--- src/rtl/avr_regfile_mp.sv ---
// ---------------------------------------------------------------------------
// avr_regfile_mp
//
// Multi-port general-purpose register file for the AVR-style core. It has
// NUM_RD registered read ports, each able to read one byte or an aligned
// byte pair, and two write ports. Port A writes a byte or an aligned pair.
// Port B writes a byte only. An X/Y/Z pointer unit does a single-edge
// read-modify-write for post-increment and pre-decrement addressing.
//
// Parameters
//   DATA_WIDTH  register width in bits (default 8)
//   ADDR_WIDTH  register index width, depth = 2**ADDR_WIDTH, minimum 3
//   NUM_RD      number of read ports, 1..4
//
// Ports
//   clk        clock, all state changes on the rising edge
//   rst_n      asynchronous active-low reset, clears every register
//   rd_en      per-port read strobe; a port with rd_en low holds its result
//   rd_word    per-port pair read ({mem[a|1], mem[a&~1]}), else byte read
//   rd_addr    port i index in slice i
//   rd_data    port i result in slice i as {high, low}; byte reads give
//              a zero high byte
//   wa_en      write port A enable
//   wa_word    port A pair write, else byte write of wa_data low byte
//   wa_addr    port A index (LSB ignored for pair writes)
//   wa_data    port A data {high, low}
//   wb_en      write port B enable (byte only)
//   wb_addr    port B index
//   wb_data    port B data
//   ptr_op     00 none, 01 post-increment, 10 pre-decrement, 11 no-op
//   ptr_sel    00 X, 01 Y, 10 Z, 11 invalid
//   ptr_q      effective address from the last pointer operation
//   collision  one-cycle flag: two write sources hit the same byte
//   ptr_err    one-cycle flag: pointer operation requested on ptr_sel 11
//
// Build option
//   REGFILE_BYPASS_EN  when defined, a read of a byte written on the same
//                      edge returns the new (post-priority) value. When it
//                      is undefined, such a read returns the old contents.
// ---------------------------------------------------------------------------
module avr_regfile_mp #(
    parameter int DATA_WIDTH = 8,
    parameter int ADDR_WIDTH = 5,
    parameter int NUM_RD     = 2
) (
    input  logic                           clk,
    input  logic                           rst_n,
    input  logic [NUM_RD-1:0]              rd_en,
    input  logic [NUM_RD-1:0]              rd_word,
    input  logic [NUM_RD*ADDR_WIDTH-1:0]   rd_addr,
    output logic [NUM_RD*2*DATA_WIDTH-1:0] rd_data,
    input  logic                           wa_en,
    input  logic                           wa_word,
    input  logic [ADDR_WIDTH-1:0]          wa_addr,
    input  logic [2*DATA_WIDTH-1:0]        wa_data,
    input  logic                           wb_en,
    input  logic [ADDR_WIDTH-1:0]          wb_addr,
    input  logic [DATA_WIDTH-1:0]          wb_data,
    input  logic [1:0]                     ptr_op,
    input  logic [1:0]                     ptr_sel,
    output logic [2*DATA_WIDTH-1:0]        ptr_q,
    output logic                           collision,
    output logic                           ptr_err
);

    localparam int DW    = DATA_WIDTH;
    localparam int AW    = ADDR_WIDTH;
    localparam int PW    = 2 * DATA_WIDTH;
    localparam int DEPTH = 1 << ADDR_WIDTH;

    // Pointer pairs sit in the top six entries: X, Y, Z from low to high.
    localparam logic [AW-1:0] PTR_BASE = AW'(DEPTH - 6);

    // Pointer arithmetic wraps modulo 2**PW.
    function automatic logic [PW-1:0] ptr_inc(input logic [PW-1:0] p);
        return p + PW'(1);
    endfunction

    function automatic logic [PW-1:0] ptr_dec(input logic [PW-1:0] p);
        return p - PW'(1);
    endfunction

    // Storage and registered outputs
    logic [DW-1:0]        mem      [DEPTH];
    logic [DW-1:0]        mem_next [DEPTH];
    logic [DW-1:0]        rd_src   [DEPTH];
    logic [PW-1:0]        rd_val   [NUM_RD];

    logic [NUM_RD*PW-1:0] rd_data_p1;
    logic [PW-1:0]        ptr_q_p1;
    logic                 coll_p1;
    logic                 err_p1;

    // Per-byte write hit vectors
    logic [DEPTH-1:0]     hit_p;
    logic [DEPTH-1:0]     hit_a;
    logic [DEPTH-1:0]     hit_b;
    logic [DEPTH-1:0]     byte_coll;

    // ---- stage p0: decode pointer request and compute pointer update ----
    logic            ptr_req;
    logic            ptr_act;
    logic            ptr_bad;
    logic            ptr_post;
    logic [AW-1:0]   ptr_lo_idx;
    logic [AW-1:0]   ptr_hi_idx;
    logic [PW-1:0]   ptr_cur;
    logic [PW-1:0]   ptr_new;
    logic [PW-1:0]   ptr_eff;

    assign ptr_req    = (ptr_op == 2'b01) || (ptr_op == 2'b10);
    assign ptr_act    = ptr_req && (ptr_sel != 2'b11);
    assign ptr_bad    = ptr_req && (ptr_sel == 2'b11);
    assign ptr_post   = (ptr_op == 2'b01);

    // For ptr_sel 11 this index wraps, but ptr_act masks every use of it.
    assign ptr_lo_idx = PTR_BASE + AW'({ptr_sel, 1'b0});
    assign ptr_hi_idx = ptr_lo_idx | AW'(1);

    // The pointer reads the pre-edge contents, so chained operations on one
    // pointer see each other's results through the storage, one edge apart.
    assign ptr_cur    = {mem[ptr_hi_idx], mem[ptr_lo_idx]};
    assign ptr_new    = ptr_post ? ptr_inc(ptr_cur) : ptr_dec(ptr_cur);
    assign ptr_eff    = ptr_post ? ptr_cur : ptr_new;

    // Per-byte write resolution: pointer unit beats port A beats port B.
    for (genvar j = 0; j < DEPTH; j++) begin : g_byte
        localparam logic [AW-1:0] IDX = AW'(j);

        assign hit_p[j] = ptr_act &&
                          ((IDX == ptr_lo_idx) || (IDX == ptr_hi_idx));
        assign hit_a[j] = wa_en &&
                          (wa_word ? (IDX[AW-1:1] == wa_addr[AW-1:1])
                                   : (IDX == wa_addr));
        assign hit_b[j] = wb_en && (IDX == wb_addr);

        assign byte_coll[j] = (hit_p[j] & hit_a[j]) |
                              (hit_p[j] & hit_b[j]) |
                              (hit_a[j] & hit_b[j]);

        // Odd indices take the high half of a pair, even ones the low half.
        assign mem_next[j] =
            hit_p[j] ? (IDX[0] ? ptr_new[PW-1:DW] : ptr_new[DW-1:0]) :
            hit_a[j] ? ((wa_word && IDX[0]) ? wa_data[PW-1:DW]
                                            : wa_data[DW-1:0]) :
            hit_b[j] ? wb_data :
                       mem[j];

`ifdef REGFILE_BYPASS_EN
        assign rd_src[j] = mem_next[j];
`else
        assign rd_src[j] = mem[j];
`endif
    end

    // Read selection per port
    for (genvar i = 0; i < NUM_RD; i++) begin : g_rd
        logic [AW-1:0] addr;
        logic [AW-1:0] addr_lo;
        logic [AW-1:0] addr_hi;

        assign addr    = rd_addr[i*AW +: AW];
        assign addr_lo = {addr[AW-1:1], 1'b0};
        assign addr_hi = {addr[AW-1:1], 1'b1};

        assign rd_val[i] = rd_word[i] ? {rd_src[addr_hi], rd_src[addr_lo]}
                                      : {{DW{1'b0}}, rd_src[addr]};
    end

    // ---- stage p1: commit writes and register read / status outputs ----
    always_ff @(posedge clk or negedge rst_n) begin
        if (!rst_n) begin
            for (int j = 0; j < DEPTH; j++) begin
                mem[j] <= '0;
            end
            rd_data_p1 <= '0;
            ptr_q_p1   <= '0;
            coll_p1    <= 1'b0;
            err_p1     <= 1'b0;
        end else begin
            for (int j = 0; j < DEPTH; j++) begin
                mem[j] <= mem_next[j];
            end
            for (int i = 0; i < NUM_RD; i++) begin
                if (rd_en[i]) begin
                    rd_data_p1[i*PW +: PW] <= rd_val[i];
                end
            end
            if (ptr_act) begin
                ptr_q_p1 <= ptr_eff;
            end
            coll_p1 <= |byte_coll;
            err_p1  <= ptr_bad;
        end
    end

    assign rd_data   = rd_data_p1;
    assign ptr_q     = ptr_q_p1;
    assign collision = coll_p1;
    assign ptr_err   = err_p1;

endmodule

--- config.mk ---
export PLATFORM = sky130hd
export DESIGN_NAME = avr_regfile_mp
export DESIGN_NICKNAME = d
export VERILOG_FILES = /design/src/rtl/avr_regfile_mp.sv
export SDC_FILE = /design/constraint.sdc
export NUM_CORES = 1
export LEC_CHECK = 0
export ABC_AREA = 1
export ABC_CLOCK_PERIOD_IN_PS = 2450
export CELL_PAD_IN_SITES_DETAIL_PLACEMENT = 1
export CELL_PAD_IN_SITES_GLOBAL_PLACEMENT = 2
export CORE_MARGIN = 2
export CORE_UTILIZATION = 32
export CTS_BUF_LIST = sky130_fd_sc_hd__clkbuf_4 sky130_fd_sc_hd__clkbuf_8
export DETAILED_ROUTE_END_ITERATION = 8
export PLACE_DENSITY = 0.76
export SYNTH_ARGS = -nofsm -noshare
export SYNTH_HDL_FRONTEND = slang
export SYNTH_SLANG_ARGS = --single-unit
--- constraint.sdc ---
create_clock -name clk -period 2.45 [get_ports clk]
set_clock_uncertainty 0.2 [all_clocks]
set_input_delay 0.49 -clock clk [delete_from_list [all_inputs] [get_ports clk]]
set_output_delay 0.49 -clock clk [all_outputs]
set_load 0.01 [all_outputs]
==> results_dict.tcl <==
set metrics [dict create \
    clock_tree.htree_level_count 2 \
    yosysSeqAreaShare_pct 31.3 \
    cts-root-buf "sky130_fd_sc_hd__clkbuf_8" \
    r2r.worst_path.cells 19 \
    critical-path-top-cell-by-count "sky130_fd_sc_hd__nand2_1" \
    gpl.final_weighted_congestion 1.04 \
    timing.max_cap.violations 0 \
    post_route_ant_nets 0 \
    pwr_density_cell_mw_per_mm2 693 \
    report.final.slew_viol_count 0 \
    synthFlopType "sky130_fd_sc_hd__dfrtp_1" \
    grt_pass1_vias 31500 \
    syn_area_mm2 0.0245 \
    share_of_the_core_filled_with_cells_pct 46.4 \
    remaining_drc_errors 0 \
    via_per_inst 5.85 \
    cts_max_path_buffers 3 \
    timing.final.crit_period_ns 2.92 \
    preCtsSetupSlack_ns -1.70 \
    run_status "finished with violations" \
    cts_tree "done" \
    failing_checks "negative setup slack" \
    synth_cell_types 52 \
    core.rowCount 101 \
    grt_setup_unrepaired "yes" \
    core_area_mm2 0.0758 \
    synthTopCellsByCount "sky130_fd_sc_hd__nand2_1, sky130_fd_sc_hd__o21ai_0, sky130_fd_sc_hd__nand3_1" \
    slew_headroom_pct 34.5 \
    area_delta_synth_final_pct 43.8 \
    leakage_power_total_nw 16.0 \
    synthesis.nets 3747 \
    power.ir.vdd_worst_mv 0.443 \
    gr-total-overflow 0 \
    synthCells 3669 \
    tritoncts_num_sinks 306 \
    slowest_delay_ns 0.36 \
    fin_tns_setup_ns -20.33 \
    transition_time_of_the_tightest_slew_check_pin_ns 0.979 \
    crit_slowest_cell "sky130_fd_sc_hd__ha_4" \
    ys_ff_latch 306 \
    worstPathBufferInverterCount 6 \
    fp.dieW_um 281 \
    yosysTopAreaCell "sky130_fd_sc_hd__dfrtp_1" \
    synth.top_cell.area_share_pct 31.3 \
    worst_skew_pair.late_latency_ns 0.72 \
    period_share_pct 119 \
    final-hold-violation-count 0 \
    dpl.hpwl_um 119000 \
    antenna_violations_before_repair 3 \
    report.final.setup_viol 66 \
    finalNonFillerCells 5453 \
    critical_path_class "in2reg" \
    cp_cell_sequence "buf_8 > inv_12 > ha_4 > inv_8 > buf_8 > a21oi_2 > o21ai_1 > nand2_1 > nor2_2 > a31oi_1 > buf_4 > ha_4 > a21oi_4 > buf_4 > o21ai_4 > a21oi_2 > nand2_2 > nand2_4 > nand2_2 > nand2_4 > nand3_1 > nand2_1 > nand2_1" \
    hold_class "in2async" \
    timing.fmax_mhz 342 \
    layout.cell_area.non_filler_mm2 0.0352 \
    start_util_pct 32.3 \
    post-synth-top-count-cell "sky130_fd_sc_hd__nand2_1" \
    grt_first_pass_wirelength_um 216000 \
    layout-drive-gt1-share_pct 27.8 \
    floorplan.die.height_um 281 \
    synthesis.area_per_instance_um2 6.67 \
    netlist_top_cells_area "sky130_fd_sc_hd__dfrtp_1, sky130_fd_sc_hd__nand2_1, sky130_fd_sc_hd__o21ai_0" \
    path_max_fanout 7 \
    route.detailed.wl_per_inst_um 27.5 \
    timing.critical_path.from_type "primary input" \
    drt_wl_total_um 150000 \
    filler_cell_count 9558 \
    postSynth.asyncResetShare_pct 100 \
    grt_start_max_net_pins 77 \
    yosys_warnings 0 \
    final_net_count 4510 \
    regToRegEndpoint "mem[7]$_DFFE_PN0P_" \
    critical_path_arrival_ns 3.34 \
    cts.reportedPaths.clkPinSlew_ns 0.06 \
    crit-reg2reg-launch "mem[254]$_DFFE_PN0P_" \
    detailed_place.area_mm2 0.0326 \
    dr_total_vias 31900 \
    worst_setup_path_end_kind "flip-flop" \
    detailedRoute.firstIterationViolations 3085 \
    top_level_ports 107 \
    critical-path-top-delay-family "compound AO/OA/AOI/OAI gates" \
    die_area_mm2 0.0787 \
    synth-edff-count 0 \
    cp.depth 23 \
    place_inst 5292 \
    drt_pre_antenna_iters 5 \
    cts-buffers-inserted 61 \
    worstPathRequired_ns 2.86 \
    fin_ws_ns -0.474 \
    gr-usage-all-layers_pct 37.4 \
    setup.reg_to_reg.worst_slack_ns -0.43 \
    buffer_ports.inserted 106 \
]
-- routing by layer --
metal	routed length (um)	GRT usage, %
met2	65600	57.7
met3	12100	6.11
met4	7530	16.7
met1	64600	51.4
met5	0	0
-- final cells by class --
type	count	area [um^2]	share of cell area, %
multi-input cells	2714	15000	42.5
repair buffers	989	8620	24.5
flip-flops and latches	306	7660	21.8
inverters	359	1390	3.94
well taps	978	1220	3.48
clock buffers	94	1200	3.41
clock inverters	11	148	0.419
repair inverters	1	6.26	0.0178
diodes	1	2.50	0.00711
-- report_power, final --
group	switching [W]	internal, W	total (W)
logic	0.00676	0.00479	0.0116
clock network	0.00257	0.00341	0.00598
registers	0.000753	0.00610	0.00686
total	0.0101	0.0143	0.0244
-- flip-flops by register name, indices dropped and copies added, names as in the netlist --
name,cells
ptr_q,16
mem,256
rd_data,32
collision,1
ptr_err,1
-- how the worst max path moves through the flow --
stage,end,slack (ns),startpoint
2_1_floorplan,ptr_q[10]$_DFFE_PN0P_,-1.13,ptr_sel[0]
3_3_place_gp,mem[50]$_DFFE_PN0P_,-1.63,ptr_sel[1]
3_5_place_dp,mem[50]$_DFFE_PN0P_,-1.70,ptr_sel[1]
4_1_cts,mem[6]$_DFFE_PN0P_,-0.29,mem[255]$_DFFE_PN0P_
5_1_grt,mem[39]$_DFFE_PN0P_,-0.57,ptr_sel[0]
6_report,mem[7]$_DFFE_PN0P_,-0.47,ptr_sel[0]
-- per-stage QoR --
step,hold slack [ns],total power (W)
after floorplan,-0.00559,0.0112
after global placement,0.192,0.0171
after detailed placement,0.194,0.0172
after CTS,0.0555,0.0238
after global routing,0.0753,0.0254
final,0.0652,0.0244
-- timing repair --
item / in CTS / in global routing
buffers inserted: 35 / 19
hold endpoints to repair: 256 / 0
hold buffers: 2 / 0
pin swaps: 54 / 37
gates cloned: 2 / 0
gates resized for setup: 137 / 93
endpoints found under the setup margin: 77 / 73
-- cell usage in the layout (no fill, tap or decap), types with 8 or more instances in the layout --
cell and count:
sky130_fd_sc_hd__clkbuf_8 79, sky130_fd_sc_hd__o21ai_1 92, sky130_fd_sc_hd__a31oi_1 12, sky130_fd_sc_hd__o211ai_1 144
sky130_fd_sc_hd__o22ai_1 40, sky130_fd_sc_hd__nand2_1 614, sky130_fd_sc_hd__clkinv_1 8, sky130_fd_sc_hd__nand3_1 391
sky130_fd_sc_hd__nand2_4 19, sky130_fd_sc_hd__nand3_2 21, sky130_fd_sc_hd__a21oi_1 335, sky130_fd_sc_hd__a211oi_1 24
sky130_fd_sc_hd__buf_12 70, sky130_fd_sc_hd__dfrtp_1 306, sky130_fd_sc_hd__a21oi_2 20, sky130_fd_sc_hd__inv_2 36
sky130_fd_sc_hd__o221ai_1 144, sky130_fd_sc_hd__ha_4 13, sky130_fd_sc_hd__nor2_1 228, sky130_fd_sc_hd__a22o_1 15
sky130_fd_sc_hd__buf_6 13, sky130_fd_sc_hd__clkbuf_4 15, sky130_fd_sc_hd__o21ai_0 409, sky130_fd_sc_hd__a22oi_1 9
sky130_fd_sc_hd__clkdlybuf4s50_1 90, sky130_fd_sc_hd__o21ai_2 26, sky130_fd_sc_hd__nor2_2 17, sky130_fd_sc_hd__nand2_2 36
sky130_fd_sc_hd__inv_1 307, sky130_fd_sc_hd__nor3_1 17, sky130_fd_sc_hd__buf_4 799
-- logic make-up (layout without fill, tap and decap cells) --
family	count (synthesis)	in the layout	synth area share [%]
other	0	1	0
buffers and inverters	649	1454	11.2
and+or+nand+nor	1375	1375	24.3
DFF	306	306	31.3
muxes	1	1	0.0409
xor gates and xnor gates	7	7	0.250
adders and majority gates	21	21	1.10
AOI/OAI and AO/OA	1310	1310	31.9
-- worst register-to-register path, stage by stage (launching register included) --
cell and delay [ns]:
sky130_fd_sc_hd__dfrtp_1 0.37, sky130_fd_sc_hd__inv_2 0.09, sky130_fd_sc_hd__a21oi_1 0.07, sky130_fd_sc_hd__o21ai_0 0.08, sky130_fd_sc_hd__nand2_1 0.09, sky130_fd_sc_hd__nor2_2 0.15, sky130_fd_sc_hd__a31oi_1 0.08, sky130_fd_sc_hd__buf_4 0.17
sky130_fd_sc_hd__ha_4 0.27, sky130_fd_sc_hd__a21oi_4 0.17, sky130_fd_sc_hd__buf_4 0.15, sky130_fd_sc_hd__o21ai_4 0.07, sky130_fd_sc_hd__a21oi_2 0.22, sky130_fd_sc_hd__nand2_2 0.14, sky130_fd_sc_hd__nand2_4 0.12, sky130_fd_sc_hd__nand2_2 0.08
sky130_fd_sc_hd__nand2_4 0.09, sky130_fd_sc_hd__nand3_1 0.07, sky130_fd_sc_hd__nand2_1 0.06, sky130_fd_sc_hd__nand2_1 0.05
(Power assumes the default switching activity.)
